### src/rtl/alu_pkg.sv
// Shared ALU definitions: operation encoding, flag layout and counter width.
package alu_pkg;

  typedef enum logic [2:0] {
    ALU_ADD  = 3'd0,
    ALU_SUB  = 3'd1,
    ALU_AND  = 3'd2,
    ALU_OR   = 3'd3,
    ALU_XOR  = 3'd4,
    ALU_SLT  = 3'd5,
    ALU_SLTU = 3'd6,
    ALU_NOR  = 3'd7
  } alu_control_t;

  localparam int FLAGS_W    = 4;
  localparam int OP_COUNT_W = 16;

  // Flag vector layout is {N, Z, C, V}.
  localparam int FLAG_N = 3;
  localparam int FLAG_Z = 2;
  localparam int FLAG_C = 1;
  localparam int FLAG_V = 0;

endpackage

### src/rtl/alu.sv
// Combinational ALU: eight operations, {N,Z,C,V} flags. C/V are only meaningful
// for ADD/SUB (C = no-borrow on subtract) and read 0 for every other operation.
module alu
  import alu_pkg::*;
#(
  parameter int WIDTH = 32
) (
  input  logic [WIDTH-1:0]   op1,
  input  logic [WIDTH-1:0]   op2,
  input  logic [2:0]         alu_control,
  output logic [FLAGS_W-1:0] flags,
  output logic [WIDTH-1:0]   result
);

  alu_control_t     ctl;
  logic             is_sub;
  logic [WIDTH-1:0] b_in;
  logic [WIDTH:0]   sum_ext;
  logic             ovf;
  logic             carry;
  logic             vflag;

  assign ctl = alu_control_t'(alu_control);

  // Compares share the subtractor so SLT/SLTU come from its sign/carry.
  always_comb begin
    is_sub  = (ctl == ALU_SUB) || (ctl == ALU_SLT) || (ctl == ALU_SLTU);
    b_in    = is_sub ? ~op2 : op2;
    sum_ext = {1'b0, op1} + {1'b0, b_in} + {{WIDTH{1'b0}}, is_sub};
    ovf     = (op1[WIDTH-1] == b_in[WIDTH-1]) && (sum_ext[WIDTH-1] != op1[WIDTH-1]);
  end

  always_comb begin
    result = '0;
    carry  = 1'b0;
    vflag  = 1'b0;
    case (ctl)
      ALU_ADD, ALU_SUB: begin
        result = sum_ext[WIDTH-1:0];
        carry  = sum_ext[WIDTH];
        vflag  = ovf;
      end
      ALU_AND:  result = op1 & op2;
      ALU_OR:   result = op1 | op2;
      ALU_XOR:  result = op1 ^ op2;
      ALU_SLT:  result = WIDTH'(sum_ext[WIDTH-1] ^ ovf);
      ALU_SLTU: result = WIDTH'(!sum_ext[WIDTH]);
      ALU_NOR:  result = ~(op1 | op2);
      default:  result = '0;
    endcase
  end

  always_comb begin
    flags         = '0;
    flags[FLAG_N] = result[WIDTH-1];
    flags[FLAG_Z] = (result == '0);
    flags[FLAG_C] = carry;
    flags[FLAG_V] = vflag;
  end

endmodule

### src/rtl/alu_exec_stage.sv
// One-entry registered ALU execute stage with valid/ready handshake, flag register
// and accept counter. Define ALU_EXEC_FWD_EN to add result-forwarding selects.
module alu_exec_stage
  import alu_pkg::*;
#(
  parameter int WIDTH = 32
) (
  input  logic                  clk,
  input  logic                  reset,
  input  logic                  in_valid,
  output logic                  in_ready,
  input  logic [WIDTH-1:0]      in_op1,
  input  logic [WIDTH-1:0]      in_op2,
  input  logic [2:0]            in_alu_control,
  input  logic                  in_set_flags,
`ifdef ALU_EXEC_FWD_EN
  input  logic                  in_fwd_a,
  input  logic                  in_fwd_b,
`endif
  output logic                  out_valid,
  input  logic                  out_ready,
  output logic [WIDTH-1:0]      out_result,
  output logic [FLAGS_W-1:0]    out_flags,
  output logic [FLAGS_W-1:0]    flags_q,
  output logic [OP_COUNT_W-1:0] op_count
);

  logic               accept;
  logic               drain;
  logic [WIDTH-1:0]   alu_a;
  logic [WIDTH-1:0]   alu_b;
  logic [WIDTH-1:0]   alu_result;
  logic [FLAGS_W-1:0] alu_flags;

  assign in_ready = !out_valid || out_ready;
  assign accept   = in_valid && in_ready;
  assign drain    = out_valid && out_ready;

`ifdef ALU_EXEC_FWD_EN
  // Forwarding takes the output register as-is, even if it was already drained.
  assign alu_a = in_fwd_a ? out_result : in_op1;
  assign alu_b = in_fwd_b ? out_result : in_op2;
`else
  assign alu_a = in_op1;
  assign alu_b = in_op2;
`endif

  alu #(
    .WIDTH(WIDTH)
  ) u_alu (
    .op1        (alu_a),
    .op2        (alu_b),
    .alu_control(in_alu_control),
    .flags      (alu_flags),
    .result     (alu_result)
  );

  always_ff @(posedge clk or posedge reset) begin
    if (reset) begin
      out_valid  <= 1'b0;
      out_result <= '0;
      out_flags  <= '0;
      flags_q    <= '0;
      op_count   <= '0;
    end else if (accept) begin
      out_valid  <= 1'b1;
      out_result <= alu_result;
      out_flags  <= alu_flags;
      op_count   <= op_count + OP_COUNT_W'(1);
      if (in_set_flags) begin
        flags_q <= alu_flags;
      end
    end else if (drain) begin
      out_valid <= 1'b0;
    end
  end

endmodule

### config.mk
export PLATFORM = sky130hd
export DESIGN_NAME = alu_exec_stage
export DESIGN_NICKNAME = d
export VERILOG_FILES = /design/src/rtl/alu_pkg.sv /design/src/rtl/alu.sv /design/src/rtl/alu_exec_stage.sv
export SDC_FILE = /design/constraint.sdc
export NUM_CORES = 1
export LEC_CHECK = 0
export ABC_AREA = 1
export ABC_CLOCK_PERIOD_IN_PS = 2200
export CORE_MARGIN = 2
export CORE_UTILIZATION = 45
export CTS_CLUSTER_SIZE = 30
export DETAILED_ROUTE_END_ITERATION = 6
export PLACE_DENSITY = 0.7
export SYNTH_ARGS = -nofsm -noshare
export SYNTH_HDL_FRONTEND = slang
export SYNTH_HIERARCHICAL = 1
export SYNTH_SLANG_ARGS = --single-unit
### constraint.sdc
create_clock -name clk -period 2.2 [get_ports clk]
set_input_delay 0.33 -clock clk [delete_from_list [all_inputs] [get_ports clk]]
set_output_delay 0.33 -clock clk [all_outputs]
set_load 0.01 [all_outputs]
==> summary.md <==
| Metric | Value |
|---|---|
| CTS root buf | clkbuf_16 |
| Core area | 15,100 um^2 |
| Status | finished with violations |
| Area leader, netlist | dfrtp_1 |
| CTS tree | yes |
| Remaining Overflow, GRT | 0 |
| CTS H-tree lvls | 3 |
| Largest stage delay on the critical path | 530 ps |
| Top delay family on crit path | simple AND/OR/NAND/NOR gates |
| Residual DRC | 0 |
| RSZ-0062 raised after global routing | true |
| Failing checks | negative setup slack |
| Vias per cell | 5.40 |
| Fin. Hold Viols | 0 |
| Final worst slack | -949 ps |
| Cts bufs inserted | 9 |
| Asr flop ratio synth | 1.00 |
| Max-Cap Viols | 0 |
| Die Span Y | 128 um |
| IO buf count | 129 |
| Max Freq | 0.318 GHz |
| Power Density | 591 nW/um^2 |
| Cell repeated most along the worst path | nor2_1 |
| CP required | 2440 ps |
| Vias in the first global route | 8,147 |
| Diode count | 0 |
| Cell row count | 45 |
| Worst slew pin tran | 504 ps |
| Io pins | 130 |
| Maximum vdd drop | 0.521 mV |
| Hold WS | 367 ps |
| Total chip power | 7.10 mW |
| CP bufs+invs | 3 |
| Top FF cell, synth | dfrtp_1 |
| Worst slew margin | 0.656 |
| Final Critical Period | 3150 ps |
| Share of cells above drive strength 1 | 0.361 |
| Die width | 128 um |
| Crit share post-route | 1.43 |
| Die area | 16,400 um^2 |
| CP Launch Type | primary input |
| Largest net degree at the start of global routing | 58 |
| Count of flip-flops with a built-in enable after synthesis | 0 |
| Final wirelength | 26,600 um |
| Synth area leaders | dfrtp_1, nand2_1, ha_1 |
| Clock Path Buffers | 2 |
| Drt wl/cell | 16.6 um |
| Min-delay worst type | primary input to async pin |
| Clk_skew | 4.78 ps |
| CP cell instances | clkdlybuf4s50_1 -> xor2_1 -> ha_2 -> nand2_1 -> nand2_1 -> o21bai_4 -> a21oi_2 -> nand2_4 -> buf_6 -> nand2_2 -> nand3_2 -> and2_4 -> nor2_1 -> nand3_1 -> nor2_1 -> nand4_1 -> nor2_1 -> inv_1 -> o21ai_2 |
| Clk pin slew, worst setup/hold paths | 50 ps |
| Yosys reg bits | 57 |
| Synth Cell Area | 6930 um^2 |
| Arrival time worst endpoint | 3390 ps |
| Final Max Slew Viols | 0 |
| Most used standard cell by instance count after synthesis | nand2_1 |
| Initial antenna violation count | 0 |
| Synth Net Count | 1,235 |
| Pre-CTS setup slack | -1710 ps |
| Mapped Cells | 1,066 |
| Count of warnings emitted by yosys | 6 |
| CP max FO | 4 |
| DP Wirelength | 18,700 um |
| Initial DRC Count | 517 |
| Sink Count | 57 |
| Antenna viol nets, final | 0 |
| Initial DRT Pass Iterations | 7 |
| CP endpoint kind | register |
| Slowest stage cell, crit path | clkdlybuf4s50_1 |
| Initial Utilization | 0.458 |
| Final setup fails | 38 |
| Sequential share of the synthesized area | 0.206 |
| Mapped Avg Cell Area | 6.50 um^2 |
| Setup CP Type | primary input to register |
| GP Congestion | 0.957 |
| P&R area growth vs syn | 73.3% |
| Lkg Pwr | 6.08 nW |
| First-pass GRT wire length | 38,700 um |
| Clock latency on the worst-skew pair | 330 ps |
| Final net count | 1,577 |
| Top cells by count, synth | nand2_1, inv_1, ha_1 |
| Vias post-DR | 8,640 |
| Unique cell type count in the Yosys netlist | 41 |
| Top-area cell type share of the netlist area | 0.206 |
| Total Routing Usage GR | 0.292 |
what timing repair did:
action / in CTS / in global routing
gates cloned: 0 / 1
endpoints found under the setup margin: 40 / 38
resized for setup: 157 / 219
endpoints found under the hold margin: 0 / 0
pin swaps: 56 / 98
hold buffers: 0 / 0
buffers inserted: 31 / 23
worst register-to-register path: stages, from the launching register on:
cell,delay [ps]
dfrtp_1,430
ha_1,250
nand3_1,210
nor2_4,230
nand2_1,90
xor2_1,140
layer usage:
metal,GRT usage,routed length (um)
met1,0.374,10800
met2,0.525,13400
met3,0.0213,1650
met4,0.0905,869
met5,0,0
cells in the final DEF, fill, tap and decap left out, types with 8 or more instances in the layout:
| master | n |
|---|---|
| o2111ai_1 | 12 |
| nand2_1 | 279 |
| dlymetal6s2s_1 | 10 |
| dfrtp_1 | 57 |
| nand4_1 | 8 |
| nor2_2 | 20 |
| nor2_1 | 43 |
| clkdlybuf4s50_1 | 115 |
| buf_6 | 25 |
| nor2_4 | 12 |
| clkbuf_16 | 10 |
| nand2_4 | 17 |
| o21ai_1 | 13 |
| buf_4 | 191 |
| xor2_1 | 31 |
| nand2_2 | 65 |
| o21ai_2 | 14 |
| buf_12 | 15 |
| ha_4 | 12 |
| inv_1 | 143 |
| a21oi_1 | 8 |
| ha_1 | 80 |
| o21ai_0 | 21 |
| xor2_2 | 9 |
| nand3_1 | 37 |
| a21oi_2 | 33 |
| nand3_2 | 14 |
| a21oi_4 | 12 |
| inv_2 | 13 |
| a221oi_1 | 18 |
through the flow:
stage | cells | cell area [um^2] | util | TNS (ps)
after floorplan | 1066 | 7030 | - | -2780
after global placement | 1545 | 9980 | 0.659 | -44910
after detailed placement | 1545 | 9980 | 0.659 | -45860
after CTS | 1587 | 11000 | 0.723 | -13550
after global routing | 1601 | 12000 | 0.793 | -17330
final | 1601 | 12000 | 0.793 | -13500
cell families after synthesis:
logic type | synth area share
flip-flops | 0.206
AO/OA/AOI/OAI | 0.136
adder cells (fa/ha/maj) | 0.176
buffers and inverters | 0.107
AND/OR/NAND/NOR | 0.311
XOR/XNOR | 0.0632
layout make-up:
| type | count | area [um^2] |
|---|---|---|
| Clock buffer | 11 | 243 |
| Clock inverter | 5 | 103 |
| Fill cell | 990 | 3130 |
| Inverter | 160 | 621 |
| Multi-Input combinational cell | 821 | 6040 |
| Sequential cell | 57 | 1430 |
| Tap cell | 188 | 235 |
| Timing Repair Buffer | 359 | 3340 |
sequential cells by signal (all words and copies together), names as in the netlist:
| name | count |
|---|---|
| out_result | 32 |
| flags_q | 4 |
| out_valid | 1 |
| out_flags | 4 |
| op_count | 16 |
power breakdown:
group	internal (mW)	switching [mW]	total (mW)
clock	1.13	0.467	1.60
combinational	1.98	2.11	4.09
sequential	1.24	0.175	1.41
total	4.35	2.76	7.10
worst paths after layout:
check / from / endpoint / slack, ps / cells past startpoint
worst max-delay path: in_op2[8] / flags_q[2] / -950 / 19
worst min-delay path: reset / out_flags[1] / 370 / 3
worst max register to register: op_count[0] / op_count[10] / 740 / 5
worst min register to register: out_result[8] / out_result[8] / 470 / 2
max in group asynchronous: reset / op_count[10] / 1560 / 3
min in group clk: out_result[8] / out_result[8] / 470 / 2
No activity file was read; power rests on OpenSTA's default activity.
